<file path="src/rtl/score_pkg.sv">
// Shared types and limits for the score sender: transmit FSM encoding,
// score/counter widths and the saturating submit counter helper.
package score_pkg;

  typedef enum logic [1:0] {
    IDLE   = 2'd0,
    LOAD   = 2'd1,
    STROBE = 2'd2,
    GAP    = 2'd3
  } tx_state_e;

  localparam int MAX_SCORE = 15;
  localparam int SENT_MAX  = 7;
  localparam int SCORE_W   = $clog2(MAX_SCORE + 1);
  localparam int SENT_W    = $clog2(SENT_MAX + 1);

  function automatic logic [SENT_W-1:0] sat_inc(input logic [SENT_W-1:0] v);
    return (v == SENT_W'(SENT_MAX)) ? v : v + 1'b1;
  endfunction

endpackage

</file>
<file path="src/rtl/btn_debounce.sv">
// Debouncer for an already-synchronized button: the output level follows the
// input only after DEBOUNCE_CYCLES consecutive samples that differ from it.
module btn_debounce
  import score_pkg::*;
#(
  parameter int DEBOUNCE_CYCLES = 20
) (
  input  logic clk,
  input  logic rst_n,
  input  logic raw,
  output logic level
);

  localparam int CW = $clog2(DEBOUNCE_CYCLES + 1);

  logic [CW-1:0] cnt_q;
  logic          level_q;

  always_ff @(posedge clk or negedge rst_n) begin
    if (!rst_n) begin
      cnt_q   <= '0;
      level_q <= 1'b0;
    end else if (raw == level_q) begin
      cnt_q <= '0;
    end else if (cnt_q == CW'(DEBOUNCE_CYCLES - 1)) begin
      level_q <= raw;
      cnt_q   <= '0;
    end else begin
      cnt_q <= cnt_q + 1'b1;
    end
  end

  assign level = level_q;

endmodule

</file>
<file path="src/rtl/score_sender.sv">
// Button-driven score submitter: debounced presses capture the switches into a
// small FIFO, drained by a LOAD/STROBE/GAP transmit FSM toward the judge.
module score_sender
  import score_pkg::*;
#(
  parameter int DEBOUNCE_CYCLES = 20,
  parameter int GAP_CYCLES      = 8,
  parameter int FIFO_DEPTH      = 4
) (
  input  logic               clk,
  input  logic               rst_n,
  input  logic [SCORE_W-1:0] sw,
  input  logic               btn,
  output logic [SCORE_W-1:0] scorein,
  output logic               submit,
  output logic               full,
  output logic               drop,
  output logic [SENT_W-1:0]  sent_cnt
);

  localparam int AW         = $clog2(FIFO_DEPTH);
  localparam int ARM_CYCLES = DEBOUNCE_CYCLES + 2;
  localparam int ARM_W      = $clog2(ARM_CYCLES + 1);
  localparam int GW         = (GAP_CYCLES > 1) ? $clog2(GAP_CYCLES) : 1;

  logic [1:0]         sync_q;
  logic               btn_level;
  logic               level_prev_q;
  logic               armed_q;
  logic [ARM_W-1:0]   arm_cnt_q;
  logic               press;
  logic               cap_vld_q;
  logic [SCORE_W-1:0] cap_sw_q;
  logic               drop_q;

  logic [SCORE_W-1:0] mem_q [FIFO_DEPTH];
  logic [AW-1:0]      wr_ptr_q, rd_ptr_q;
  logic [AW:0]        count_q, count_d;
  logic               push, pop, fifo_full, fifo_empty;

  tx_state_e          state_q;
  logic [GW-1:0]      gap_q;
  logic [SCORE_W-1:0] scorein_q;
  logic               submit_q;
  logic [SENT_W-1:0]  sent_q;

  btn_debounce #(.DEBOUNCE_CYCLES(DEBOUNCE_CYCLES)) u_debounce (
    .clk  (clk),
    .rst_n(rst_n),
    .raw  (sync_q[1]),
    .level(btn_level)
  );

  // Presses are ignored until the button has been seen released long enough,
  // so a button held through reset does not fire on its own.
  assign press = armed_q & btn_level & ~level_prev_q;

  always_ff @(posedge clk or negedge rst_n) begin
    if (!rst_n) begin
      sync_q       <= '0;
      level_prev_q <= 1'b0;
      armed_q      <= 1'b0;
      arm_cnt_q    <= '0;
      cap_vld_q    <= 1'b0;
      cap_sw_q     <= '0;
      drop_q       <= 1'b0;
    end else begin
      sync_q       <= {sync_q[0], btn};
      level_prev_q <= btn_level;
      if (!armed_q) begin
        if (sync_q[1])
          arm_cnt_q <= '0;
        else if (arm_cnt_q == ARM_W'(ARM_CYCLES - 1))
          armed_q <= 1'b1;
        else
          arm_cnt_q <= arm_cnt_q + 1'b1;
      end
      cap_vld_q <= press;
      if (press)
        cap_sw_q <= sw;
      drop_q <= cap_vld_q && ((cap_sw_q == '0) || fifo_full);
    end
  end

  assign fifo_full  = (count_q == (AW + 1)'(FIFO_DEPTH));
  assign fifo_empty = (count_q == '0);
  assign push       = cap_vld_q && (cap_sw_q != '0) && !fifo_full;
  assign pop        = (state_q == IDLE) && !fifo_empty;

  always_comb begin
    count_d = count_q;
    if (push && !pop)
      count_d = count_q + 1'b1;
    else if (pop && !push)
      count_d = count_q - 1'b1;
  end

  always_ff @(posedge clk) begin
    if (push)
      mem_q[wr_ptr_q] <= cap_sw_q;
  end

  always_ff @(posedge clk or negedge rst_n) begin
    if (!rst_n) begin
      wr_ptr_q <= '0;
      rd_ptr_q <= '0;
      count_q  <= '0;
    end else begin
      if (push)
        wr_ptr_q <= wr_ptr_q + 1'b1;
      if (pop)
        rd_ptr_q <= rd_ptr_q + 1'b1;
      count_q <= count_d;
    end
  end

  // scorein is only ever loaded on a pop, so it holds between transfers.
  always_ff @(posedge clk or negedge rst_n) begin
    if (!rst_n) begin
      state_q   <= IDLE;
      gap_q     <= '0;
      scorein_q <= '0;
      submit_q  <= 1'b0;
      sent_q    <= '0;
    end else begin
      submit_q <= 1'b0;
      case (state_q)
        IDLE: begin
          if (pop) begin
            scorein_q <= mem_q[rd_ptr_q];
            state_q   <= LOAD;
          end
        end
        LOAD: begin
          submit_q <= 1'b1;
          sent_q   <= sat_inc(sent_q);
          state_q  <= STROBE;
        end
        STROBE: begin
          gap_q   <= '0;
          state_q <= GAP;
        end
        GAP: begin
          if (gap_q == GW'(GAP_CYCLES - 1))
            state_q <= IDLE;
          else
            gap_q <= gap_q + 1'b1;
        end
        default: state_q <= IDLE;
      endcase
    end
  end

  assign scorein  = scorein_q;
  assign submit   = submit_q;
  assign full     = fifo_full;
  assign drop     = drop_q;
  assign sent_cnt = sent_q;

endmodule

</file>
<file path="config.mk">
export PLATFORM = sky130hd
export DESIGN_NAME = score_sender
export DESIGN_NICKNAME = d
export VERILOG_FILES = /design/src/rtl/score_pkg.sv /design/src/rtl/btn_debounce.sv /design/src/rtl/score_sender.sv
export SDC_FILE = /design/constraint.sdc
export NUM_CORES = 1
export LEC_CHECK = 0
export CORE_MARGIN = 5
export CORE_UTILIZATION = 52
export CTS_CLUSTER_DIAMETER = 30
export DETAILED_ROUTE_END_ITERATION = 16
export PLACE_DENSITY = 0.74
export SLEW_MARGIN = 20
export SYNTH_ARGS = -nofsm -noshare
export SYNTH_HDL_FRONTEND = slang
export SYNTH_SLANG_ARGS = --single-unit
</file>
<file path="constraint.sdc">
create_clock -name clk -period 2 [get_ports clk]
set_clock_uncertainty 0.15 [all_clocks]
set_input_delay 0.4 -clock clk [delete_from_list [all_inputs] [get_ports clk]]
set_output_delay 0.4 -clock clk [all_outputs]
set_load 0.02 [all_outputs]
</file>
# Word level (Yosys, flattened, before mapping)
# Memories as Yosys holds them, arrays and structs flattened. A register that Yosys moved wholly into a read port is not among the register bits.
# Index checks and enable logic that the tools add are counted.
# op_classes
n_addsub,8
n_eq_ne,13
n_mux,17
n_bitwise,6
n_reduce_logical,24
# op_table
operator,count
$mux W5,4
$reduce_and A2 Y1,6
$add A5 B1 Y5 const B,2
$eq A5 B5 Y1 const B,2
$add A3 B1 Y3 const B,3
$eq A3 B3 Y1 const B,3
$mux W3,3
$ne A2 B2 Y1 const B,4
$pmux W2 S4,1
$logic_and A1 B1 Y1,6
$mux W1,6
$pmux W3 S2,1
$logic_not A1 Y1,5
$add A2 B1 Y2 const B,2
$eq A2 B2 Y1 const B,2
$logic_not A4 Y1,1
$mux W2,2
$not A1 Y1,4
$reduce_bool A2 Y1,2
$reduce_bool A4 Y1,1
$logic_not A3 Y1,1
$sub A3 B1 Y3 const B,1
$and A1 B1 Y1,2
$eq A2 B1 Y1 const B,1
other kinds (3),3
# totals
reg_bits,37
mem_bits_rw,16
inputBits,7
output_inout_bits,10
n_memories,1
# mem_list
memory,words,width,read_ports,rd_ports_with_merged_regs,write_ports,line_no,source
mem_q,4,4,1,1,1,score_sender.sv:36,logic [SCORE_W-1:0] mem_q [FIFO_DEPTH];

# Logic depth before layout (Yosys ltp)
# Gate-level depths: netlist (run 1).
# logic_depth
word_depth,7
mapped_depth,9
depth_no_buf,9

# Modules after synthesis
# From an unflattened synthesis (run 1), not the netlist that was laid out.
# unflattened
hier_cells,169
hier_area_um2,2539.9
# modules_own_cells
module,n_inst,cells_per_inst,area_each_um2
score_sender,1,147,2267.2
btn_debounce,1,22,272.8

# Worst setup path after synthesis (run 1)
# Ideal clock, no wire load.
# synth_timing
path_kind,register -> register
start,register count_q[0]
end,register count_q[1]
arrival_ps,1926
slack_ps,-201
stages_incl_launch_ff,7
path_buffers,0
period_less_slack_ps,2201
cell_sequence,dfrtp_1 nor3b_4 nor3b_4 ha_1 inv_1 fa_1 mux2_2
# synth_rtl
item,line_no,source
from (decl),score_sender.sv:38,"logic [AW:0] count_q, count_d;"
from (signal assigned),score_sender.sv:113,count_q <= count_d;
$eq A3 B3 Y1,score_sender.sv:85,assign fifo_full = (count_q == (AW + 1)'(FIFO_DEPTH));
net full,score_sender.sv:16,"output logic full,"
$logic_not A1 Y1,score_sender.sv:87,assign push = cap_vld_q && (cap_sw_q != '0) && !fifo_full;
$logic_and A1 B1 Y1,score_sender.sv:87,
net push,score_sender.sv:39,"logic push, pop, fifo_full, fifo_empty;"
$logic_and A1 B1 Y1,score_sender.sv:92,if (push && !pop)
$mux W3,score_sender.sv:92,
net count_d[1],score_sender.sv:38,
# The timed path passes the listed nets, and every way through them passes these cells. The select of a mux whose other input is x is not followed.
# A chain may end at the register's enable or synchronous reset.

# Final worst setup path (run 1)
# layout_timing
start,register cap_sw_q[1]
end,register count_q[1]
# layout_rtl
item,line_no,source
from (decl),score_sender.sv:33,logic [SCORE_W-1:0] cap_sw_q;
from (signal assigned),score_sender.sv:80,cap_sw_q <= sw;
$reduce_bool A4 Y1,score_sender.sv:87,
$logic_and A1 B1 Y1 (2 in series),score_sender.sv:87,
net push,score_sender.sv:39,
$logic_and A1 B1 Y1,score_sender.sv:92,
$mux W3,score_sender.sv:92,
net count_d[1],score_sender.sv:38,
# The timed path passes the listed nets, and every way through them passes these cells.

==> impl_metrics.yaml, run 1 <==
worst_hold_path:
  hold_class: "register to register"
  hold_start: "sync_q[0]"
  min_path_cells: 0
  holdPathEnd: "sync_q[1]"
sta:
  finalCriticalPeriod_ps: 2024
  slew_headroom_pct: 58.18
  max_clock_freq_ghz: 0.4941
  final-hold-violation-count: 0
  finalSetupViolCount: 1
  worst_pin_slew_ps: 627.3
  grt_setup_unrepaired: "yes"
  slew_viol_final: 0
  setup_ws_ps: -23.86
  fin_crit_sh_pct: 101.2
routing:
  wl_per_cell_um: 14.70
  viasPerCell: 5.083
  drc_errors: 0
  postRouteWirelength_mm: 4.086
  drt_first_pass_iters: 3
  postRouteAntennaNets: 0
  vias: 1413
  drtIter0Drc: 67
synth:
  synth-compound-area-share_pct: 5.211
  syn-num-nets: 188
  yosys-mux-area-fraction_pct: 12.16
  synthFlopType: "dfrtp_1"
  syn-cell-area_sq_um: 2521
  avgSynthCellArea_sq_um: 15.37
  async_flop_share_pct: 71.93
  yosys_warnings: 0
  ys_seq_area_share_pct: 59.75
  syn_inst: 164
  yosys.area_share.xor_xnor_pct: 4.169
  yosys.area_share.simple_pct: 8.139
  synth_edf_count: 16
  ys_seq_elements: 57
  synthAdderAreaFrac_pct: 8.734
  synth.distinct_cells: 36
  synth_top_family_by_area: "multiplexers"
cts:
  path_clk_slew_ps: 60
  tritoncts: "done"
  cts_buffers: 9
  max-clock-path-buffers: 2
  worstSkewPairLatency_ps: 330
  cts_sinks: 57
  clockRootBuffer: "clkbuf_8"
  h-tree-depth: 3
power_and_ir_drop:
  seq_power_share_pct: 53.4
  power.internal_w: 0.001810
  pwr_density_cell_nw_per_um2: 752.2
  total_leakage_power_nw: 1.384
  fin_total_pwr_w: 0.002308
  swShare_pct: 21.57
  irDropWorstVdd_v: 0.0004200
  p_clk_share_pct: 43.5
  combPwrFrac_pct: 3.1
  p_sw_w: 0.0004979
floorplan:
  ios: 17
  core_sq_um: 4723
  start_util_pct: 53.38
  rows: 25
  die-width_um: 79.63
  die_h_um: 79.63
  dieArea_sq_um: 6341
cells_and_area:
  drive_above_1_share_pct: 33.18
  layout_commonest_cell: "dfrtp_1"
  fillCellCount: 341
  final_nets: 230
  area_growth_pct: 21.69
  multi_input_area_sq_um: 975.9
  final_cell_mix: "dfrtp_1 (39), mux2_2 (17), edfxtp_1 (16), buf_4 (15)"
  num_antenna_cells: 0
  regArea_sq_um: 1509
  fin_cells: 278
placed_design:
  dp.final_hpwl_mm: 2.976
  dp_cells: 259
  portBuffers: 16
  gp_congestion: 0.8243
setup_path:
  crit_start: "cap_sw_q[1]"
  r2r-end: "count_q[1]"
  cp.required_ps: 2060
  r2r_start: "cap_sw_q[1]"
  startpoint_type: "register"
  critPathKind: "register to register"
  crit_fanout: 2
  rrSetupSlack_ps: -20
  crit_path_end_kind: "register"
  crit_arrival_ps: 2080
  reg2regPathDepth: 6
global_route:
  grt_antenna_before_repair: 0
  grt_pass1_vias: 1513
  grt_pass1_wl_mm: 7.003
  grt_max_degree: 29
  track_usage_pct: 15.04
  overflow: 0
flow_run:
  cap_violations: 0
outcome:
  status: "finished, violations left"
  violations: "setup timing"
how the worst max path moves through the flow:
| stage | slack, ps | cells after the start | endpoint |
|---|---|---|---|
| after floorplan | -140 | 6 | count_q[1] |
| final | -20 | 6 | count_q[1] |
| after global routing | -110 | 6 | count_q[1] |
| after global placement | -6 | 6 | count_q[1] |
| after detailed placement | -40 | 6 | count_q[1] |
| after CTS | -30 | 6 | count_q[1] |
state kept, by name, indices dropped and copies added (netlist names), 2 cells and up:
signal            count
mem_q                16
rd_ptr_q              2
count_q               3
state_q               2
wr_ptr_q              2
arm_cnt_q             5
sent_cnt              3
gap_q                 3
sync_q                2
cap_sw_q              4
u_debounce.cnt_q      5
scorein               4
kinds of logic after synthesis:
group,Yosys count
buf+inv,10
simple gates,31
mux,23
compound gates,14
flops,57
fa+ha+maj,17
xor+xnor,12
synthesized netlist by cell type, drive strengths merged (2+ instances only):
library cell,count,area share (%)
nor3,2,0.40
xnor2,5,1.7
mux4,4,3.6
nor3b,2,1.5
edfxtp,16,19
nor2,11,1.6
nand3,4,0.79
ha,16,7.9
xor2,7,2.4
a22o,3,1.0
nor2b,3,0.74
and2,5,1.4
mux2,18,8.2
inv,8,1.2
dfrtp,41,41
o31ai,2,1.1
buf,2,0.64
worst max-delay path: stages (launching register included):
cell and delay, ps:
dfrtp_1 410, nor4_4 350, nor3b_4 90, ha_2 190
inv_2 50, fa_2 410, mux2_2 260
area by class of cell:
type                            count  area share, %
Multi-Input combinational cell     97          31.81
Tap cell                           67          2.732
Clock buffer                        9          4.038
Clock inverter                      7          1.998
Sequential cell                    57          49.18
Inverter                            8         0.9788
Timing Repair Buffer               33          9.258
through the flow:
stage                     setup WS (ps)  hold WS [ps]  cell area (sq um)  utilization, %  TNS (ps)
after floorplan                  -137.2        -45.59               2529               -    -260.2
after global placement           -6.198         184.7               2856           60.48    -6.198
after detailed placement         -38.72         184.7               2856           60.48    -38.72
after CTS                        -29.57         198.4               3062           64.82    -41.72
after global routing             -110.2         204.3               3068           64.95    -203.8
final                            -23.86         197.9               3068           64.95    -23.86
metal layers:
layer | GRT usage, % | vias to the layer above | wire [um]
met5 | 0 | - | 0
met4 | 8.763 | 0 | 72
met3 | 4.176 | 11 | 130
met2 | 26.04 | 21 | 2221
met1 | 16.34 | 708 | 1661
li1 | - | 673 | -
power by group through the flow:
| stage | Sequential (W) | Combinational (W) | Clock (W) |
|---|---|---|---|
| after floorplan | 0.00125 | 0.0000285 | 0 |
| after global placement | 0.00125 | 0.0000675 | 0 |
| after detailed placement | 0.00125 | 0.0000716 | 0 |
| after CTS | 0.00123 | 0.0000736 | 0.00102 |
| after global routing | 0.00123 | 0.0000808 | 0.00108 |
| final | 0.00123 | 0.0000710 | 0.00100 |
timing repair:
action,CTS,global route
setup buffers,1,1
hold buffers,1,0
resized for setup,3,2
endpoints found under the hold margin,26,0
pin swaps,3,2
setup endpoints to repair,3,3
Power figures use the tool's default switching activity.
==> inputs of run 2 (changes only) <==
CORE_UTILIZATION = 55   (was 52)
CTS_CLUSTER_DIAMETER = default   (was 30)
DONT_BUFFER_PORTS = 1   (was default)
PLACE_DENSITY = 0.73   (was 0.74)
==> run 2 against run 1 <==
Compared with the run above:
- the run still ends with setup timing left
- sequential share of layout area up 2.0 points
- critical path depth is 3 higher
- clock power about the same
- maximum frequency shrank 1.9%
- count of clock-buffer cells in the layout is 2 higher
- core utilization grew 1.9 points
- total power is 0.22% lower
- combinational power fell by 5.4%
- global-route usage up 0.11 points
- critical path type unchanged
- critical endpoint is now count_q[2]
- largest power group unchanged
- highest routed layer unchanged
==> impl_metrics.yaml, run 2 (synthesis results as in run 1) <==
sta:
  finalCriticalPeriod_ps: 2062
  grt_setup_unrepaired: "yes"
  max_clock_freq_ghz: 0.4850
  fin_crit_sh_pct: 103.1
  slew_viol_final: 0
  final-hold-violation-count: 0
  setup_ws_ps: -62.03
  worst_pin_slew_ps: 422.5
  finalSetupViolCount: 2
  slew_headroom_pct: 71.59
placed_design:
  gp_congestion: 0.7416
  dp.final_hpwl_mm: 3.012
  dp_cells: 228
  portBuffers: 0
cells_and_area:
  final_cell_mix: "dfrtp_1 (39), buf_4 (19), mux2_2 (16), edfxtp_1 (16), ha_1 (15)"
  reg_top3: "mem_q: 16 flops, arm_cnt_q: 5 flops, u_debounce.cnt_q: 5 flops"
  top_register: "mem_q"
  postLayoutCoreUtil_pct: 66.84
  layout_commonest_cell: "dfrtp_1"
  drive_above_1_share_pct: 33.50
  fillCellCount: 324
  final_nets: 219
  largest_reg_flops: 16
  num_antenna_cells: 0
  area_growth_pct: 17.02
  fin_cells: 252
outcome:
  violations: "setup timing"
  status: "finished, violations left"
global_route:
  grt_max_degree: 42
  grt_pass1_vias: 1548
  grt_pass1_wl_mm: 7.120
  track_usage_pct: 15.15
  overflow: 0
  grt_antenna_before_repair: 0
routing:
  drt_first_pass_iters: 4
  postRouteAntennaNets: 0
  drtIter0Drc: 55
  wl_per_cell_um: 16.26
  postRouteWirelength_mm: 4.098
  vias: 1385
  drc_errors: 0
  viasPerCell: 5.496
setup_path:
  r2r_start: "state_q[0]"
  crit_fanout: 3
  reg2regPathDepth: 9
  rrSetupSlack_ps: -60
  startpoint_type: "register"
  crit_arrival_ps: 2150
  crit_start: "state_q[0]"
  cp.required_ps: 2090
  critPathKind: "register to register"
  r2r-end: "count_q[2]"
  crit_path_end_kind: "register"
worst_hold_path:
  hold_start: "sw[0]"
  holdPathEnd: "cap_sw_q[0]"
  min_path_cells: 1
  hold_class: "primary input to register"
cts:
  path_clk_slew_ps: 60
  cts_buffers: 9
  max-clock-path-buffers: 2
  worstSkewPairLatency_ps: 330
  h-tree-depth: 3
  tritoncts: "done"
  clockRootBuffer: "clkbuf_8"
  cts_sinks: 57
floorplan:
  die-width_um: 77.71
  start_util_pct: 57.11
  rows: 24
  dieArea_sq_um: 6038
  die_h_um: 77.71
  ios: 17
  core_sq_um: 4414
power_and_ir_drop:
  irDropWorstVdd_v: 0.0005836
  pwr_density_cell_nw_per_um2: 780.5
  total_leakage_power_nw: 1.357
flow_run:
  cap_violations: 0
run 2: cell count changes in the layout (fill, tap and decap cells not counted), sizes merged:
cell | previous run | this run
buf | 17 | 20
clkbuf | 10 | 11
clkinv | 5 | 4
clkinvlp | 1 | 0
dlygate4sd3 | 1 | 2
clkdlybuf4s50 | 14 | 0
run 2: through the flow:
stage / worst slack [ps] / setup TNS, ps / cell area (sq um) / hold slack (ps) / power [W]
detailed placement: -64.84 / -106.8 / 2683 / -44.42 / 0.001300
floorplan: -137.2 / -260.2 / 2529 / -45.59 / 0.001279
global route: -120.7 / -200.9 / 2950 / 59.26 / 0.002390
finish: -62.03 / -111.9 / 2950 / 73.29 / 0.002303
CTS: -47.77 / -84.97 / 2943 / 56.72 / 0.002328
global placement: 2.903 / 0 / 2683 / -44.36 / 0.001292
run 2: worst max path at each step:
stage and endpoint:
2_1_floorplan count_q[1], 3_3_place_gp count_q[1], 3_5_place_dp count_q[2], 4_1_cts count_q[2], 5_1_grt count_q[2], 6_report count_q[2]
run 2: layout make-up:
class | count | area (sq um) | area share (%)
clock buffers | 11 | 141.4 | 4.792
well taps | 52 | 65.06 | 2.205
flip-flops and latches | 57 | 1509 | 51.15
clock inverters | 5 | 45.04 | 1.527
multi-input cells | 97 | 977.2 | 33.12
repair buffers | 22 | 182.7 | 6.192
inverters | 8 | 30.03 | 1.018
run 2: worst max-delay path: stages, from the launching register on:
cell and delay [ps]:
dfrtp_1 350, inv_1 60, ha_1 250, o31ai_4 90, ha_2 230, inv_2 40
fa_2 330, xor2_1 140, nor2_1 150, xor2_1 180
run 2: per-layer routing:
layer | vias to the layer above | global-route usage, % | wire length (um) | part of all wire [%]
met5 | - | 0 | 0 | 0
met4 | 0 | 6.529 | 103 | 2.5
met3 | 11 | 6.134 | 219 | 5.3
met2 | 26 | 25.29 | 2165 | 53
met1 | 693 | 17.04 | 1611 | 39
li1 | 655 | - | - | -
run 2: what timing repair did:
| item | 4_1_cts | 5_1_grt |
|---|---|---|
| buffers inserted | 4 | 1 |
| pin swaps | 5 | 4 |
| resized for setup | 1 | 0 |
| endpoints found under the setup margin | 2 | 2 |
| hold buffers | 3 | 0 |
| hold endpoints to repair | 42 | 0 |
run 2: power breakdown:
part / total [W] / switching, W / internal [W]
registers: 0.00123 / 0.0000186 / 0.00121
clock network: 0.00100 / 0.000410 / 0.000592
logic: 0.0000672 / 0.0000360 / 0.0000312
total: 0.00230 / 0.000465 / 0.00184
==> inputs of run 3 (changes only) <==
CORE_MARGIN = default   (was 5)
TNS_END_PERCENT = 50   (was default)
==> run 3 against run 2 <==
Compared with the run above:
- the run still ends with setup timing left
- non-clock buffer count is the same
- total power up 2.0%
- hold slack gained 1.1 ps
- first-iteration DRC count is 42% lower
- maximum frequency is 1.4% higher
- wire length decreased by 5.0%
==> impl_metrics.yaml, run 3 (synthesis results as in run 1) <==
cells_and_area:
  final_nets: 219
  area_growth_pct: 17.57
  fin_cells: 252
  top_register: "mem_q"
  num_antenna_cells: 0
  drive_above_1_share_pct: 35.00
  stdcell_area_sq_um: 2964
  layout_commonest_cell: "dfrtp_1"
  final_cell_mix: "dfrtp_1 (39), buf_4 (18), mux2_2 (17), edfxtp_1 (16), ha_1 (14)"
  largest_reg_flops: 16
  reg_top3: "mem_q: 16 flops, arm_cnt_q: 5 flops, u_debounce.cnt_q: 5 flops"
global_route:
  track_usage_pct: 18.68
  overflow: 0
  grt_antenna_before_repair: 0
  grt_max_degree: 42
  grt_pass1_wl_mm: 6.817
  grt_pass1_vias: 1489
routing:
  postRouteWirelength_mm: 3.895
  drt_first_pass_iters: 4
  wl_per_cell_um: 15.46
  drtIter0Drc: 32
  vias: 1352
  viasPerCell: 5.365
  drc_errors: 0
  postRouteAntennaNets: 0
setup_path:
  cp.required_ps: 2060
  crit_path_end_kind: "register"
  crit_arrival_ps: 2090
  reg2regPathDepth: 6
  critPathKind: "register to register"
  crit_fanout: 2
  startpoint_type: "register"
outcome:
  status: "finished, violations left"
  violations: "setup timing"
sta:
  grt_setup_unrepaired: "yes"
  setup_ws_ps: -33.62
  finalSetupViolCount: 2
  setup_tns_ps: -47.70
  max_clock_freq_ghz: 0.4917
  finalCriticalPeriod_ps: 2034
  slew_headroom_pct: 65.92
  final-hold-violation-count: 0
  fin_crit_sh_pct: 101.7
  slew_viol_final: 0
  worst_pin_slew_ps: 506.9
floorplan:
  ios: 17
  die_h_um: 69.71
  dieArea_sq_um: 4859
  die-width_um: 69.71
  core_sq_um: 4384
  start_util_pct: 57.51
  rows: 24
worst_hold_path:
  min_path_cells: 1
  hold_class: "primary input to register"
placed_design:
  postPlaceCellArea_sq_um: 2675
  dp_cells: 227
  dp.final_hpwl_mm: 2.790
  portBuffers: 0
  gp_congestion: 0.7032
  pre_cts_ws_ps: -54.70
cts:
  worstSkewPairLatency_ps: 330
  cts_buffers: 9
  cts_sinks: 57
  clockRootBuffer: "clkbuf_8"
  max-clock-path-buffers: 2
  tritoncts: "done"
  path_clk_slew_ps: 60
  h-tree-depth: 3
power_and_ir_drop:
  fin_total_pwr_w: 0.002349
  irDropWorstVdd_v: 0.0005983
  pwr_density_cell_nw_per_um2: 792.4
  total_leakage_power_nw: 1.359
flow_run:
  cap_violations: 0
-- run 3: area by class of cell --
class / instances / area (sq um)
clock inverter: 3 / 38.79
sequential: 57 / 1509
inverter: 8 / 30.03
fill: 307 / 1420
tap: 52 / 65.06
multi-input combinational: 97 / 975.9
timing repair buffer: 22 / 186.4
clock buffer: 13 / 158.9
-- run 3: routing by layer --
| metal | vias to the layer above | part of all wire [%] | track usage [%] | routed length [um] |
|---|---|---|---|---|
| li1 | 657 | - | - | - |
| met1 | 672 | 41 | 21.81 | 1581 |
| met2 | 18 | 54 | 30.85 | 2100 |
| met3 | 5 | 4.2 | 7.122 | 162 |
| met4 | 0 | 1.3 | 8.000 | 50 |
| met5 | - | 0 | 0 | 0 |
-- run 3: worst max-delay path: stages, from the launching register on --
cell	delay, ps
dfrtp_1	400
nor4_4	350
nor3b_4	80
ha_2	190
inv_2	50
fa_2	420
mux2_2	280
-- run 3: power by group --
group	internal [W]	leakage (nW)	total (W)	switching, W
Clock	0.000638	0.101	0.00105	0.000413
Sequential	0.00121	0.694	0.00123	0.0000182
Combinational	0.0000302	0.564	0.0000649	0.0000347
-- run 3: what timing repair did --
| action | CTS | global route |
|---|---|---|
| endpoints found under the hold margin | 42 | 0 |
| resized for setup | 2 | 0 |
| pin swaps | 6 | 0 |
| endpoints found under the setup margin | 2 | 2 |
| setup buffers | 6 | 0 |
| gates cloned | 0 | 0 |
| hold buffers | 3 | 0 |
-- run 3: worst paths after layout --
path,from,to,slack (ps)
worst max-delay path,cap_sw_q[2],count_q[1],-30
max in group asynchronous,rst_n,count_q[1],1110
worst min register to register,sync_q[0],sync_q[1],210
worst max register to register,cap_sw_q[2],count_q[1],-30
min in group asynchronous,rst_n,gap_q[0],380
worst min-delay path,sw[0],cap_sw_q[0],70
-- run 3: stage by stage --
step | hold slack, ps | util (%)
after global placement | -44.59 | 61.02
after detailed placement | -44.70 | 61.02
after floorplan | -45.59 | -
after CTS | 62.24 | 67.61
final | 74.35 | 67.61
after global routing | 63.35 | 67.61
